===== config.mk =====
export PLATFORM = sky130hd
export DESIGN_NAME = turbo_encoding
export DESIGN_NICKNAME = d
export VERILOG_FILES = /design/src/rtl/turbo_encoding.sv
export SDC_FILE = /design/constraint.sdc
export NUM_CORES = 1
export LEC_CHECK = 0
export CAP_MARGIN = 20
export CORE_UTILIZATION = 45
export DETAILED_ROUTE_END_ITERATION = 10
export PLACE_DENSITY = 0.66
export SLEW_MARGIN = 20
export SYNTH_ARGS = -nofsm -noshare
export SYNTH_HDL_FRONTEND = slang
export SYNTH_SLANG_ARGS = --single-unit

===== constraint.sdc =====
create_clock -name clk -period 2.7 [get_ports clk]
set_clock_uncertainty 0.2 [all_clocks]
set_input_delay 0.27 -clock clk [delete_from_list [all_inputs] [get_ports clk]]
set_output_delay 0.27 -clock clk [all_outputs]
set_load 0.03 [all_outputs]

===== src/rtl/turbo_encoding.sv =====
// Rate-1/3 turbo encoder: buffers K bits, then streams sys/parity1/parity2
// symbols from two RSC (7,5) encoders, the second fed through an interleaver.
module turbo_encoding #(
  parameter int K    = 8,
  parameter int AMP  = 64,
  parameter int IL_P = 3,
  parameter int IL_S = 5
) (
  input  logic              clk,
  input  logic              rst,
  input  logic              in_valid,
  input  logic              in_bit,
  output logic              in_ready,
  output logic              out_valid,
  input  logic              out_ready,
  output logic signed [7:0] out_sym,
  output logic        [1:0] out_type,
  output logic              out_last
);

  localparam int LW = $clog2(K);
  localparam logic [LW-1:0] ILP = LW'(IL_P);
  localparam logic [LW-1:0] ILS = LW'(IL_S);
  localparam logic [LW-1:0] KM1 = LW'(K - 1);
  localparam logic [7:0] PAMP = 8'(AMP);
  localparam logic [7:0] NAMP = 8'(-AMP);

  localparam logic [0:0] S_LOAD = 1'b0;
  localparam logic [0:0] S_EMIT = 1'b1;

  logic [0:0]        state_q, state_d;
  logic [LW-1:0]     wr_cnt_q, wr_cnt_d;
  logic [LW-1:0]     idx_q, idx_d;
  logic [1:0]        ph_q, ph_d;
  logic              s1_q, s1_d, s2_q, s2_d;
  logic              t1_q, t1_d, t2_q, t2_d;
  logic              ov_q, ov_d;
  logic signed [7:0] sym_q, sym_d;
  logic [1:0]        typ_q, typ_d;
  logic              last_q, last_d;
  logic [K-1:0]      buf_q;

  logic [LW-1:0] pidx, idx_nx;
  logic          ubit, vbit, fire;

  function automatic logic [7:0] map(input logic b);
    return b ? PAMP : NAMP;
  endfunction

  assign pidx   = ILP * idx_q + ILS;
  assign idx_nx = idx_q + LW'(1);
  assign ubit   = buf_q[idx_q];
  assign vbit   = buf_q[pidx];
  assign fire   = ov_q & out_ready;

  assign in_ready  = rst & (state_q == S_LOAD);
  assign out_valid = ov_q;
  assign out_sym   = sym_q;
  assign out_type  = typ_q;
  assign out_last  = last_q;

  // Output regs hold the next symbol; parity is formed from the
  // encoder state just before that encoder advances.
  always_comb begin
    state_d  = state_q;
    wr_cnt_d = wr_cnt_q;
    idx_d    = idx_q;
    ph_d     = ph_q;
    s1_d     = s1_q;
    s2_d     = s2_q;
    t1_d     = t1_q;
    t2_d     = t2_q;
    ov_d     = ov_q;
    sym_d    = sym_q;
    typ_d    = typ_q;
    last_d   = last_q;
    unique case (1'b1)
      (state_q == S_LOAD): begin
        if (in_valid) begin
          wr_cnt_d = wr_cnt_q + LW'(1);
          if (wr_cnt_q == KM1) begin
            state_d = S_EMIT;
            idx_d   = '0;
            ph_d    = 2'd0;
            s1_d    = 1'b0;
            s2_d    = 1'b0;
            t1_d    = 1'b0;
            t2_d    = 1'b0;
            ov_d    = 1'b1;
            sym_d   = map(buf_q[0]);
            typ_d   = 2'd0;
            last_d  = 1'b0;
          end
        end
      end
      fire: begin
        case (ph_q)
          2'd0: begin
            s1_d  = ubit ^ s1_q ^ s2_q;
            s2_d  = s1_q;
            sym_d = map(ubit ^ s1_q);
            typ_d = 2'd1;
            ph_d  = 2'd1;
          end
          2'd1: begin
            sym_d  = map(vbit ^ t1_q);
            typ_d  = 2'd2;
            ph_d   = 2'd2;
            last_d = (idx_q == KM1);
          end
          default: begin
            t1_d = vbit ^ t1_q ^ t2_q;
            t2_d = t1_q;
            ph_d = 2'd0;
            if (last_q) begin
              state_d  = S_LOAD;
              wr_cnt_d = '0;
              idx_d    = '0;
              ov_d     = 1'b0;
              last_d   = 1'b0;
              s1_d     = 1'b0;
              s2_d     = 1'b0;
              t1_d     = 1'b0;
              t2_d     = 1'b0;
            end else begin
              idx_d = idx_nx;
              sym_d = map(buf_q[idx_nx]);
              typ_d = 2'd0;
            end
          end
        endcase
      end
      default: ;
    endcase
  end

  always_ff @(posedge clk or negedge rst) begin
    if (!rst) begin
      state_q  <= S_LOAD;
      wr_cnt_q <= '0;
      idx_q    <= '0;
      ph_q     <= 2'd0;
      s1_q     <= 1'b0;
      s2_q     <= 1'b0;
      t1_q     <= 1'b0;
      t2_q     <= 1'b0;
      ov_q     <= 1'b0;
      sym_q    <= '0;
      typ_q    <= 2'd0;
      last_q   <= 1'b0;
    end else begin
      state_q  <= state_d;
      wr_cnt_q <= wr_cnt_d;
      idx_q    <= idx_d;
      ph_q     <= ph_d;
      s1_q     <= s1_d;
      s2_q     <= s2_d;
      t1_q     <= t1_d;
      t2_q     <= t2_d;
      ov_q     <= ov_d;
      sym_q    <= sym_d;
      typ_q    <= typ_d;
      last_q   <= last_d;
    end
  end

  always_ff @(posedge clk) begin
    if (state_q == S_LOAD && in_valid) begin
      buf_q[wr_cnt_q] <= in_bit;
    end
  end

endmodule


==> metrics.cfg, run 1 <==
[floorplan]
die_w_um=62.8
initial_core_util_pct=48.4
die_h_um=62.8
pin_count=18
num_rows=21
core_area_um2=3440
dieArea_um2=3950

[route]
first_iter_violations=56
vias_per_cell=5.40
wirelength_mm=3.18
vias=1232
ant_nets=0
wire_per_inst_um=13.9
drc=0
firstDrtPassIters=4

[timing]
setup_viol=0
finalCritPeriodShare_pct=91.7
layout_setup_ws_ns=0.224
fmax_mhz=404
drv_slew=0
rsz0062_at_grt=no
hold_ws_ns=0.270
setup_tns_ns=0
period_needed_ns=2.48
finalHoldViolCount=0

[synth]
synth.most_common_cell=nand2_1
synth_area_um2=1670
synthMuxAreaShare_pct=10.4
syn_area_per_cell_um2=9.68
yosysWarnings=0
ys_seq_area_share_pct=43.0
synth_edf_count=8
synthArstFlopShare_pct=70.4
ys_top_cells_by_area=dfrtp_1, edfxtp_1, nand2_1, mux2i_1, o21ai_0
ys.flop_type=dfrtp_1
ys_ff_latch=27
synth_cells=172
synth-xor-area-share_pct=3.08
synth_common_cells=nand2_1, dfrtp_1, o21ai_0, nor2_1, mux2i_1
synthDistinctLibCells=45
synth-compound-area-share_pct=13.2
synth-adder-area-share_pct=3.76
yosysTopAreaCellShare_pct=28.5
synth_top_family_by_area=simple AND/OR/NAND/NOR gates
yosys.area.top_type=dfrtp_1
yosys.area_share.simple_pct=20.1

[setup_path]
cpPeakStageDelay_ns=0.47
crit_required_ns=2.66
crit_top_cell=a31oi_1
cp_max_fo=7
worst-endpoint-arrival_ns=2.44
critPathTopFamily=multiplexers
crit_buf_inv=1
start_kind=flip-flop
end_kind=flip-flop
crit_slowest_cell=ha_1
r2r_end=out_sym[7]
reg2reg_depth=7
r2r-start=idx_q[1]
rrSetupSlack_ns=0.22
criticalPathCategory=reg -> reg
path_cells=inv_1, ha_1, mux2i_1, mux4_2, a221o_1, a31oi_1, a31oi_1

[placement]
hpwl_mm=2.43
dpl_worst_slack_ns=0.222
routabilityCongestion=0.845
placed_area_um2=1800
io_buffers=11

[hold_path]
worstHoldPathType=in -> async

[run]
maxCapViolCount=0

[clock_tree]
cts_hold_buf=0
cts_setup_buffers=0
clk_path_buf_depth=2
clockRootBuffer=clkbuf_8
cts_buffers=3
post_cts_resized=0
cts_tree=done
cts.sinks=27
cts.reportedPaths.clkPinSlew_ns=0.09
insertion_delay_ns=0.27
htreeDepth=1

[pwr]
p_sw_share_pct=40.6
pwr-share-comb_pct=48.2
ir_drop_v=0.000427
p_leak_uw=0.000787
p_switching_uw=733
p_int_uw=1070
p_clk_share_pct=12.8
p_per_area_nw_per_um2=980
pwr-share-seq_pct=39.1

[global_routing]
grt_usage_pct=18.3
overflow=0
grt_antenna_before_repair=0
grt_pass1_wl_mm=5.62
grt_max_degree=20
grt_pass1_vias=1161

[final_layout]
layout.nets=193
n_fill_cell=310
stdcell_area_um2=1840
drive_above_1_share_pct=9.34
syn2layout_area_growth_pct=10.5
multi_input_area_um2=863
antennaDiodeCount=0
ff_latch_area_um2=716

[status]
status=complete, no violations

worst max-delay path by stage:
stage | from | end | slack [ns] | depth (start not counted)
3_5_place_dp | idx_q[1] | out_sym[7] | 0.22 | 7
3_3_place_gp | idx_q[1] | out_sym[7] | 0.32 | 7
4_1_cts | idx_q[1] | out_sym[7] | 0.22 | 7
5_1_grt | idx_q[1] | out_sym[7] | 0.03 | 7
6_report | idx_q[1] | out_sym[7] | 0.22 | 7
2_1_floorplan | idx_q[1] | out_sym[7] | 0.34 | 9
cells in the final DEF, fill, tap and decap left out, types with 3 or more instances in the layout:
cell             instances
a21o_1                   3
a31oi_1                  5
buf_4                    5
clkbuf_8                 3
clkdlybuf4s50_1         11
conb_1                   6
dfrtp_1                 19
edfxtp_1                 8
ha_1                     5
inv_1                    3
mux2i_1                  9
nand2_1                 25
nand2b_1                 6
nand3_1                  3
nand3b_1                 3
nor2_1                  12
nor2b_1                  5
nor3_1                   4
o21ai_0                 13
layout make-up:
class	count	area share (%)
Multi-Input combinational cell	132	46.9
Sequential cell	27	38.9
Timing Repair Buffer	16	8.02
Tap cell	46	3.13
Clock buffer	4	2.45
Inverter	3	0.612
metrics by stage:
step                total power, uW  instances  utilization, %
global route                   1960        228            53.5
floorplan                      1390        177               -
CTS                            1820        228            53.5
global placement               1550        224            52.2
finish                         1800        228            53.5
detailed placement             1590        224            52.2
cell families after synthesis:
family,count (synthesis)
simple gates,68
buf+inv,18
compound gates,34
xor+xnor,5
other cells,1
flops,27
fa+ha+maj,5
mux,14
metal layers:
layer	GRT usage [%]	up-vias	share of wire (%)
met5	0	-	0
met3	2.19	4	2.5
met4	5.23	0	0.85
li1	-	616	-
met2	30.2	22	49
met1	25.1	590	47
state kept, by name, summed over array words and instances (netlist names):
name       flops
wr_cnt_q       3
out_sym        2
t2_q           1
buf_q          8
s1_q           1
out_type       2
ph_q           2
out_last       1
s2_q           1
state_q        1
out_valid      1
t1_q           1
idx_q          3
power groups by stage:
| stage | clock network (uW) | logic (uW) | registers, uW |
|---|---|---|---|
| 3_3_place_gp | 0 | 845 | 704 |
| 6_report | 230 | 868 | 705 |
| 4_1_cts | 237 | 877 | 705 |
| 5_1_grt | 257 | 972 | 735 |
| 2_1_floorplan | 0 | 697 | 690 |
| 3_5_place_dp | 0 | 875 | 714 |
No activity file was read; power rests on OpenSTA's default activity.
==> run 2, diff against run 1 <==
--- a/config.mk
+++ b/config.mk
@@ -6,9 +6,10 @@
 export NUM_CORES = 1
 export LEC_CHECK = 0
 export CAP_MARGIN = 20
+export CORE_MARGIN = 2
 export CORE_UTILIZATION = 45
 export DETAILED_ROUTE_END_ITERATION = 10
-export PLACE_DENSITY = 0.66
+export PLACE_DENSITY = 0.64
 export SLEW_MARGIN = 20
 export SYNTH_ARGS = -nofsm -noshare
 export SYNTH_HDL_FRONTEND = slang
==> metrics.cfg, run 2 (synthesis results as in run 1) <==
[status]
status=complete, no violations

[global_routing]
grt_usage_pct=17.0  ; -1.3 points
grt_max_degree=20  ; unchanged
grt_pass1_vias=1210  ; +4.2%
grt_most_used_layer=met2
grt_antenna_before_repair=0  ; unchanged
met3_usage_pct=3.65  ; +1.5 points
use_met1_pct=22.0  ; -3.1 points
overflow=0  ; unchanged
globalRouteMet2Util_pct=28.4  ; -1.8 points
grt_pass1_wl_mm=5.47  ; -2.7%

[clock_tree]
cts_tree=done
post_cts_resized=0  ; unchanged
cts_buffers=3  ; unchanged
cts_hold_buf=0  ; unchanged
cts_setup_buffers=0  ; unchanged
insertion_delay_ns=0.27  ; about the same
cts.sinks=27  ; unchanged
clk_path_buf_depth=2  ; unchanged
clockRootBuffer=clkbuf_8
cts.reportedPaths.clkPinSlew_ns=0.10  ; about the same
htreeDepth=1  ; unchanged

[pwr]
pwr-share-seq_pct=39.7  ; +0.6 points
p_clk_share_pct=12.8  ; about the same
ir_drop_v=0.000437  ; +2.4%
pwr-share-comb_pct=47.5  ; -0.7 points
p_switching_uw=748  ; +2.2%
p_leak_uw=0.000784  ; -0.30%
p_int_uw=1060  ; -0.87%
p_sw_share_pct=41.4  ; +0.73 points
p_per_area_nw_per_um2=985  ; +0.57%

[route]
wire_per_inst_um=14.3  ; +2.3%
first_iter_violations=62  ; +11%
vias_per_cell=5.45  ; +0.86%
vias=1248  ; +1.3%
firstDrtPassIters=4  ; unchanged
wirelength_mm=3.27  ; +2.8%
ant_nets=0  ; unchanged
drc=0  ; unchanged

[setup_path]
crit_required_ns=2.66  ; about the same
cp_max_fo=10  ; +3
end_kind=flip-flop
criticalPathCategory=reg -> reg
worst-endpoint-arrival_ns=2.55  ; +0.11 ns
start_kind=flip-flop

[placement]
io_buffers=11  ; unchanged
routabilityCongestion=0.777  ; -8.1%
hpwl_mm=2.48  ; +2.0%

[hold_path]
worstHoldPathType=in -> async

[timing]
finalCritPeriodShare_pct=96.0  ; +4.3 points
setup_viol=0  ; unchanged
setup_tns_ns=0  ; unchanged
rsz0062_at_grt=no
fmax_mhz=386  ; -4.5%
period_needed_ns=2.59  ; +0.116 ns
drv_slew=0  ; unchanged
finalHoldViolCount=0  ; unchanged

[floorplan]
initial_core_util_pct=46.2  ; -2.2 points
die_w_um=64.8  ; +3.2%
core_area_um2=3610  ; +4.8%
dieArea_um2=4200  ; +6.5%
die_h_um=64.8  ; +3.2%
pin_count=18  ; unchanged
num_rows=22  ; +4.8%

[final_layout]
syn2layout_area_growth_pct=10.3
largest-register=buf_q
drive_above_1_share_pct=9.39  ; +0.052 points
antennaDiodeCount=0  ; unchanged
final_common_cell=nand2_1
reg_top3=buf_q (8), idx_q (3), wr_cnt_q (3)
largest_reg_flops=8  ; unchanged
layout_common_cells=nand2_1, dfrtp_1, o21ai_0, nor2_1, clkdlybuf4s50_1
layout.nets=192  ; -0.52%
final_util_pct=50.9  ; -2.5 points

[run]
maxCapViolCount=0  ; unchanged

==> run 2: cell count changes in the layout (fill, tap and decap cells not counted) <==
cell	change
buf_4	-1
clkbuf_1	-1
clkinv_2	+1
==> run 2: power groups by stage <==
stage	sequential [uW]	clock [uW]	combinational, uW
floorplan	690	0	697
global placement	713	0	828
detailed placement	721	0	865
CTS	715	237	866
global route	741	253	959
finish	719	232	859
==> run 2: layout make-up <==
type	instances	area [um2]
timing repair buffer	15	140
clock inverter	1	5.00
tap	48	60.1
fill	335	1770
multi-input combinational	132	863
inverter	3	11.3
sequential	27	716
clock buffer	3	41.3
==> run 2: final timing paths <==
| path | endpoint | cells after the start | start | slack, ns |
|---|---|---|---|---|
| worst max-delay path | out_sym[7] | 6 | idx_q[0] | 0.11 |
| worst min-delay path | t1_q | 2 | rst | 0.24 |
| worst max register to register | out_sym[7] | 6 | idx_q[0] | 0.11 |
| worst min register to register | out_sym[6] | 1 | out_sym[6] | 0.27 |
| max in group asynchronous | wr_cnt_q[2] | 2 | rst | 1.84 |
| min in group clk | out_sym[6] | 1 | out_sym[6] | 0.27 |
==> run 2: layer usage <==
layer  share of wire (%)  wire (um)
met5                   0          0
met3                 4.1        134
met2                  49       1600
met4                0.58         19
met1                  46       1510
==> run 2: worst max-delay path, cell delays in order (launching register included) <==
cell and delay, ns:
dfrtp_1 0.50, ha_1 0.53, mux2i_1 0.15, mux4_2 0.48, a221o_1 0.35, a31oi_1 0.15, a31oi_1 0.10
==> run 2: metrics by stage <==
stage / hold slack [ns] / setup slack, ns / area [um2] / instances / total power, uW
floorplan: -0.226 / 0.339 / 1680 / 177 / 1390
global placement: 0.254 / 0.233 / 1790 / 225 / 1540
detailed placement: 0.254 / 0.119 / 1790 / 225 / 1590
CTS: 0.255 / 0.103 / 1840 / 229 / 1820
global route: 0.268 / 0.0138 / 1840 / 229 / 1950
finish: 0.244 / 0.108 / 1840 / 229 / 1810
